<file path="src/rtl/spike_rate_decoder.sv">
// spike_rate_decoder: counts spikes per channel over a programmable window and
// publishes the counts on a valid/ready port at each window end.
module spike_rate_decoder #(
  parameter int N_CH  = 2,
  parameter int CNT_W = 8,
  parameter int WIN_W = 8
) (
  input  logic                  clk,
  input  logic                  rst,
  input  logic                  ena,
  input  logic [N_CH-1:0]       spike_in,
  input  logic [WIN_W-1:0]      win_len,
  output logic [N_CH*CNT_W-1:0] rate_out,
  output logic                  rate_valid,
  input  logic                  rate_ready,
  output logic [N_CH-1:0]       sat,
  output logic                  overrun
);
  typedef enum logic {IDLE, COUNT} state_t;
  state_t state, state_nx;
  logic [WIN_W-1:0] wl_q, win_cnt;
  logic [N_CH-1:0][CNT_W-1:0] cnt_q, cnt_nx;
  logic [N_CH-1:0] sat_q, sat_nx;
  logic win_end, load;

  always_ff @(posedge clk or posedge rst)
    if (rst) state <= IDLE;
    else state <= state_nx;

  // Both states leave for COUNT while enabled; dropping ena always returns to IDLE.
  always_comb state_nx = ena ? COUNT : IDLE;

  always_comb begin
    win_end = (state == COUNT) && (win_cnt == wl_q - WIN_W'(1));
    load = ena && ((state == IDLE) || win_end);
  end

  // The current cycle's spike is folded in here so a window end publishes it too.
  always_comb begin
    cnt_nx = cnt_q;
    sat_nx = sat_q;
    for (int i = 0; i < N_CH; i++) begin
      cnt_nx[i] = (spike_in[i] && !(&cnt_q[i])) ? cnt_q[i] + CNT_W'(1) : cnt_q[i];
      sat_nx[i] = sat_q[i] | (&cnt_nx[i]);
    end
  end

  always_ff @(posedge clk or posedge rst)
    if (rst) begin
      wl_q <= '0;
      win_cnt <= '0;
      cnt_q <= '0;
      sat_q <= '0;
      rate_out <= '0;
      rate_valid <= 1'b0;
      sat <= '0;
      overrun <= 1'b0;
    end else begin
      if (load) begin
        wl_q <= (win_len == '0) ? WIN_W'(1) : win_len;
        win_cnt <= '0;
        cnt_q <= '0;
        sat_q <= '0;
      end else if (state == COUNT) begin
        win_cnt <= win_cnt + WIN_W'(1);
        cnt_q <= cnt_nx;
        sat_q <= sat_nx;
      end
      if (win_end) begin
        rate_out <= cnt_nx;
        sat <= sat_nx;
        rate_valid <= 1'b1;
        if (rate_valid && !rate_ready) overrun <= 1'b1;
      end else if (rate_valid && rate_ready) rate_valid <= 1'b0;
    end
endmodule

</file>
<file path="config.mk">
export PLATFORM = sky130hd
export DESIGN_NAME = spike_rate_decoder
export DESIGN_NICKNAME = d
export VERILOG_FILES = /design/src/rtl/spike_rate_decoder.sv
export SDC_FILE = /design/constraint.sdc
export NUM_CORES = 1
export LEC_CHECK = 0
export ABC_AREA = 1
export CORE_UTILIZATION = 57
export CTS_BUF_LIST = sky130_fd_sc_hd__clkbuf_16
export DETAILED_ROUTE_END_ITERATION = 16
export HOLD_SLACK_MARGIN = 0.03
export PLACE_DENSITY_LB_ADDON = 0.3
export SKIP_LAST_GASP = 1
export SLEW_MARGIN = 20
export SYNTH_ARGS = -nofsm -noshare
export SYNTH_HDL_FRONTEND = slang
export SYNTH_SLANG_ARGS = --single-unit
</file>
<file path="constraint.sdc">
create_clock -name clk -period 2.75 [get_ports clk]
set_clock_uncertainty 0.2 [all_clocks]
set_input_delay 0.55 -clock clk [delete_from_list [all_inputs] [get_ports clk]]
set_output_delay 0.55 -clock clk [all_outputs]
set_load 0.02 [all_outputs]
</file>
==> results of run 1 <==
worst max-delay path: stages (launching register included):
cell and delay (ns):
dfrtp_1 0.38, inv_1 0.09, ha_1 0.23, or2_1 0.26
nand3b_1 0.10, nand2_1 0.07, nand3_2 0.07, nor2_2 0.05
nand2_2 0.08, nand2_4 0.08, nand2_4 0.31, clkinvlp_4 0.27
nor2_1 0.16
area by class of cell:
cell class,count,area share (%)
inverter,45,4.64
multi-input combinational,341,42.4
tap,70,2.35
sequential,55,37.0
timing repair buffer,37,10.0
clock buffer,5,3.36
clock inverter,3,0.303
synthesized netlist by cell type, drive strengths merged (4+ instances only):
master / number
a21oi: 7
nand2: 187
nand4: 4
ha: 4
nor3: 4
xor2: 10
nand3b: 4
buf: 7
inv: 45
dfrtp: 55
nor2: 55
nand3: 33
xnor2: 8
o21ai: 20
clkbuf: 4
placed cells by master, fill, tap and decap left out, types with 3 or more instances in the layout:
cell type and count:
buf_4 3, nand2_2 6, ha_1 4, clkbuf_16 5
nor2_2 3, nor2_1 52, clkdlybuf4s50_1 33, xnor2_1 8
nand2_1 179, nand4_1 4, dfrtp_1 55, a21oi_1 6
xor2_1 10, nand3b_1 4, o21ai_0 10, nor3_1 4
o21ai_1 10, inv_1 44, nand3_1 31
flip-flops by register name, indices dropped and copies added, names as in the netlist:
register and cells:
cnt_q 16, overrun 1, rate_out 16, rate_valid 1
sat 2, sat_q 2, state 1, win_cnt 8
wl_q 8
worst max-delay path by stage:
stage,to,slack [ns]
after global routing,win_cnt[3]$_DFFE_PP0P_,0.04
after floorplan,cnt_q[0]$_DFFE_PP0P_,0.66
after CTS,win_cnt[3]$_DFFE_PP0P_,0.26
final,win_cnt[3]$_DFFE_PP0P_,0.29
after detailed placement,sat[0]$_DFFE_PP0P_,0.22
after global placement,sat[0]$_DFFE_PP0P_,0.33
kinds of logic after synthesis:
family | Yosys count
adder cells (fa/ha/maj) | 4
buffers and inverters | 56
AO/OA/AOI/OAI | 29
AND/OR/NAND/NOR | 290
flip-flops | 55
XOR/XNOR | 18
stage by stage:
| stage | area, um^2 | setup slack (ns) |
|---|---|---|
| 2_1_floorplan | 3180 | 0.657 |
| 3_3_place_gp | 3580 | 0.332 |
| 3_5_place_dp | 3580 | 0.219 |
| 4_1_cts | 3720 | 0.258 |
| 5_1_grt | 3720 | 0.0403 |
| 6_report | 3720 | 0.293 |
metal layers:
metal	global-route usage (%)	part of all wire (%)	vias up	wire, um
met5	0	0	-	0
met4	8.65	1.5	0	103
met3	2.98	3.2	9	226
met2	45.3	50	58	3500
met1	34.1	45	1312	3150
li1	-	-	1464	-
power breakdown:
group	leakage (uW)	switching [uW]	internal [uW]	total, uW
registers	0.000662	155	986	1140
logic	0.00114	517	404	921
clock network	0.0000701	281	329	610
total	0.00188	953	1720	2670
==> results.sh, run 1 <==
export IMPL_grt_total_usage_pct=26.2
export IMPL_utilization_pct=71.1
export IMPL_total_power_uw=2670
export IMPL_p_per_area_nw_per_um2=718
export IMPL_finalSetupViolCount=0
export IMPL_ioPinCount=34
export IMPL_cts_tree="yes"
export IMPL_avgSynthCellArea_um2=7.04
export IMPL_final_fill_count=439
export IMPL_die_area_um2=5890
export IMPL_postRouteAntennaNets=0
export IMPL_crit_required_ns=2.77
export IMPL_die_h_um=76.7
export IMPL_grt_pass1_wl_mm=12.4
export IMPL_synth_cells=452
export IMPL_yosysUniqueCellTypes=28
export IMPL_cts_repair_resized=0
export IMPL_worstPathArrival_ns=2.47
export IMPL_ys_warn_count=0
export IMPL_synth_top_area_cell="dfrtp_1"
export IMPL_drc=0
export IMPL_yosys_area_share_adder_pct=1.57
export IMPL_synth_fp_nets=470
export IMPL_start_kind="register"
export IMPL_grt_overflow_total=0
export IMPL_end_kind="register"
export IMPL_wirelength_mm=6.98
export IMPL_holdPathEnd="overrun$_DFFE_PP0P_"
export IMPL_netlist_area_leader_share_pct=43.3
export IMPL_syn_to_final_growth_pct=17.0
export IMPL_setup_tns_ns=0
export IMPL_core_area_um2=5240
export IMPL_clk_pin_slew_ns=0.07
export IMPL_clkLatencyLatePin_ns=0.29
export IMPL_peakVddDrop_mv=0.485
export IMPL_slew_violations=0
export IMPL_synth_seq_cells=55
export IMPL_die_w_um=76.7
export IMPL_viasPerCell=5.11
export IMPL_synth_flop_cell="dfrtp_1"
export IMPL_drive_gt1_share_pct=5.14
export IMPL_rr_startpoint="wl_q[0]$_DFFE_PP0P_"
export IMPL_routedWlPerCell_um=12.6
export IMPL_leakage_uw=0.00188
export IMPL_synthSimpleGateAreaFrac_pct=38.1
export IMPL_period_share_pct=89.3
export IMPL_synth_top_family_by_area="simple AND/OR/NAND/NOR gates"
export IMPL_io_buffers=33
export IMPL_drt_initial_drc_count=134
export IMPL_setup_worst_path_start="wl_q[0]$_DFFE_PP0P_"
export IMPL_reg2reg_setup_slack_ns=0.29
export IMPL_clock_fmax_mhz=407
export IMPL_synth_edff_count=0
export IMPL_core_rowCount=26
export IMPL_hold_viol=0
export IMPL_via_count=2843
export IMPL_synthTopCellsByArea="dfrtp_1 (43%), nand2_1 (21%), nor2_1 (6.3%)"
export IMPL_worst_pin_slew_ns=0.562
export IMPL_initial_core_util_pct=60.8
export IMPL_antennaDiodeCount=0
export IMPL_synth_compound_area_share_pct=4.84
export IMPL_grt_pass1_vias=2732
export IMPL_ys_seq_area_share_pct=43.3
export IMPL_worstReg2RegEnd="win_cnt[3]$_DFFE_PP0P_"
export IMPL_hold_path_class="register to register"
export IMPL_grt_max_degree=33
export IMPL_netlist_area_um2=3180
export IMPL_critical_path_class="register to register"
export IMPL_async_flop_share_pct=100
export IMPL_cts_htree_levels=2
export IMPL_clockBufferDepth=2
export IMPL_hold_depth=1
export IMPL_cts_made_buffers=5
export IMPL_status="finished clean"
export IMPL_hold_ws_ns=0.257
export IMPL_antenna_found_initial=0
export IMPL_slew_headroom_pct=62.2
export IMPL_postCtsSetupBuffers=0
export IMPL_ctsRootBufferMaster="clkbuf_16"
export IMPL_clkSinkCount=55
export IMPL_synthMuxAreaShare_pct=0
export IMPL_final_nets=503
export IMPL_drtPass1Iterations=7
export IMPL_r2r_cells=12
export IMPL_synth_xor_area_share_pct=4.95
export IMPL_grt_setup_unrepaired="false"
export IMPL_cts_hold_buffers=0
export IMPL_hp_start="overrun$_DFFE_PP0P_"
export IMPL_dp_hpwl_mm=4.83
export IMPL_place_gp_congestion=0.890
export IMPL_cp_max_fo=28
export IMPL_register_area_um2=1380
export IMPL_stdcell_count=556
export IMPL_min_period_ns=2.46
export IMPL_multi_input_area_um2=1580
export IMPL_max_cap_viol_count=0
export IMPL_dp_cells=548
Power figures use the tool's default switching activity.
==> run 2, diff against run 1 <==
--- a/config.mk
+++ b/config.mk
@@ -6,8 +6,8 @@
 export NUM_CORES = 1
 export LEC_CHECK = 0
 export ABC_AREA = 1
-export CORE_UTILIZATION = 57
-export CTS_BUF_LIST = sky130_fd_sc_hd__clkbuf_16
+export CORE_UTILIZATION = 58
+export CTS_BUF_LIST = sky130_fd_sc_hd__clkbuf_2
 export DETAILED_ROUTE_END_ITERATION = 16
 export HOLD_SLACK_MARGIN = 0.03
 export PLACE_DENSITY_LB_ADDON = 0.3
==> constraint.sdc (replaced) <==
create_clock -name clk -period 2.4 [get_ports clk]
set_clock_uncertainty 0.2 [all_clocks]
set_input_delay 0.48 -clock clk [delete_from_list [all_inputs] [get_ports clk]]
set_output_delay 0.48 -clock clk [all_outputs]
set_load 0.02 [all_outputs]
==> results.sh, run 2 (synthesized netlist as in run 1, its figures left out) <==
export IMPL_leakage_uw=0.00191
export IMPL_postRouteAntennaNets=0
export IMPL_ioPinCount=34
export IMPL_core_area_um2=5200
export IMPL_drtPass1Iterations=4
export IMPL_place_gp_congestion=0.966
export IMPL_viasPerCell=5.18
export IMPL_clk_pin_slew_ns=0.27
export IMPL_critical_path_class="register to register"
export IMPL_final_common_cell="nand2_1"
export IMPL_clkLatencyLatePin_ns=0.44
export IMPL_worst_pin_slew_ns=0.371
export IMPL_grt_total_usage_pct=25.2
export IMPL_period_share_pct=94.3
export IMPL_cts_htree_levels=2
export IMPL_routedWlPerCell_um=12.2
export IMPL_cts_tree="yes"
export IMPL_peakVddDrop_mv=0.573
export IMPL_most_common_layout_cells="nand2_1 (179), dfrtp_1 (55), nor2_1 (52)"
export IMPL_io_buffers=33
export IMPL_stdcell_count=565
export IMPL_core_rowCount=26
export IMPL_final_nets=512
export IMPL_setup_tns_ns=0
export IMPL_grt_pass1_wl_mm=11.9
export IMPL_dp_hpwl_mm=5.05
export IMPL_wirelength_mm=6.88
export IMPL_die_w_um=76.1
export IMPL_grt_overflow_total=0
export IMPL_antennaDiodeCount=0
export IMPL_drc=0
export IMPL_cts_made_buffers=5
export IMPL_drt_initial_drc_count=124
export IMPL_hold_viol=0
export IMPL_dp_cells=554
export IMPL_largestRegisters="cnt_q (16), rate_out (16)"
export IMPL_clock_fmax_mhz=442
export IMPL_antenna_found_initial=0
export IMPL_end_kind="register"
export IMPL_syn_to_final_growth_pct=17.9
export IMPL_ctsRootBufferMaster="clkbuf_2"
export IMPL_status="finished clean"
export IMPL_die_area_um2=5790
export IMPL_layout_setup_ws_ns=0.137
export IMPL_grt_pass1_vias=2766
export IMPL_worstPathArrival_ns=2.43
export IMPL_max_cap_viol_count=0
export IMPL_clockBufferDepth=2
export IMPL_hold_ws_ns=0.0784
export IMPL_slew_headroom_pct=75.2
export IMPL_grt_max_degree=35
export IMPL_min_period_ns=2.26
export IMPL_clkSinkCount=55
export IMPL_p_per_area_nw_per_um2=791
export IMPL_initial_core_util_pct=61.1
export IMPL_place_ws_ns=0.175
export IMPL_hold_path_class="primary input to asynchronous set/reset pin"
export IMPL_start_kind="register"
export IMPL_drive_gt1_share_pct=7.27
export IMPL_crit_required_ns=2.57
export IMPL_via_count=2924
export IMPL_slew_violations=0
export IMPL_die_h_um=76.1
export IMPL_cp_max_fo=21
export IMPL_finalSetupViolCount=0
-- run 2: critical path: stages (launching register included) --
cell and delay, ns:
dfrtp_1 0.42, inv_1 0.08, ha_1 0.23, or2_1 0.26, nand2_1 0.07, nand2_1 0.05
nand2_1 0.07, nand3_2 0.06, nor2_2 0.14, nand2_2 0.08, nand2_4 0.12, nand2_4 0.11
buf_12 0.17, nand2_1 0.07, nand2_1 0.05
-- run 2: area by class of cell --
class | instances | area [um^2]
multi-input cells | 341 | 1580
fillers | 427 | 1450
flip-flops and latches | 55 | 1380
repair buffers | 46 | 453
inverters | 45 | 169
well taps | 70 | 87.6
clock inverters | 2 | 60.1
clock buffers | 6 | 30.0
-- run 2: per-layer routing --
| layer | vias to the layer above | wire length [um] | global-route usage [%] |
|---|---|---|---|
| met5 | - | 0 | 0 |
| met3 | 10 | 250 | 3.83 |
| li1 | 1483 | - | - |
| met4 | 0 | 98 | 8.27 |
| met2 | 62 | 3360 | 44.3 |
| met1 | 1369 | 3160 | 31.9 |
-- run 2: metrics by stage --
step	total power [uW]	utilization (%)	instance area, um^2
floorplan	1960	-	3180
global placement	2340	69.9	3640
detailed placement	2380	69.9	3640
CTS	2960	71.7	3730
global route	3160	72.1	3750
finish	2970	72.1	3750
-- run 2: worst paths after layout --
check,slack [ns],start,to,cells after the start
worst max register to register,0.14,wl_q[0]$_DFFE_PP0P_,cnt_q[2]$_DFFE_PP0P_,14
min in group clk,0.29,overrun$_DFFE_PP0P_,overrun$_DFFE_PP0P_,1
worst min register to register,0.29,overrun$_DFFE_PP0P_,overrun$_DFFE_PP0P_,1
worst min-delay path,0.08,rst,rate_out[6]$_DFFE_PP0P_,2
max in group asynchronous,1.43,rst,win_cnt[2]$_DFFE_PP0P_,3
worst max-delay path,0.14,wl_q[0]$_DFFE_PP0P_,cnt_q[2]$_DFFE_PP0P_,14
-- run 2: repair_timing --
item,in CTS,in global routing
buffers inserted,0,3
hold buffers,0,0
gates resized for setup,0,0
endpoints found under the hold margin,0,0
setup endpoints to repair,0,35
-- run 2: where the power goes --
| group | total, uW | leakage [uW] | switching, uW | internal (uW) |
|---|---|---|---|---|
| Clock | 575 | 0.0000532 | 291 | 284 |
| Combinational | 1080 | 0.00120 | 597 | 484 |
| Sequential | 1310 | 0.000662 | 184 | 1130 |
==> run 3, diff against run 2 <==
--- a/config.mk
+++ b/config.mk
@@ -6,6 +6,7 @@
 export NUM_CORES = 1
 export LEC_CHECK = 0
 export ABC_AREA = 1
+export CAP_MARGIN = 10
 export CORE_UTILIZATION = 58
 export CTS_BUF_LIST = sky130_fd_sc_hd__clkbuf_2
 export DETAILED_ROUTE_END_ITERATION = 16
==> results of run 3 <==
Final layout, timing and power as in run 2 (identical DEF).
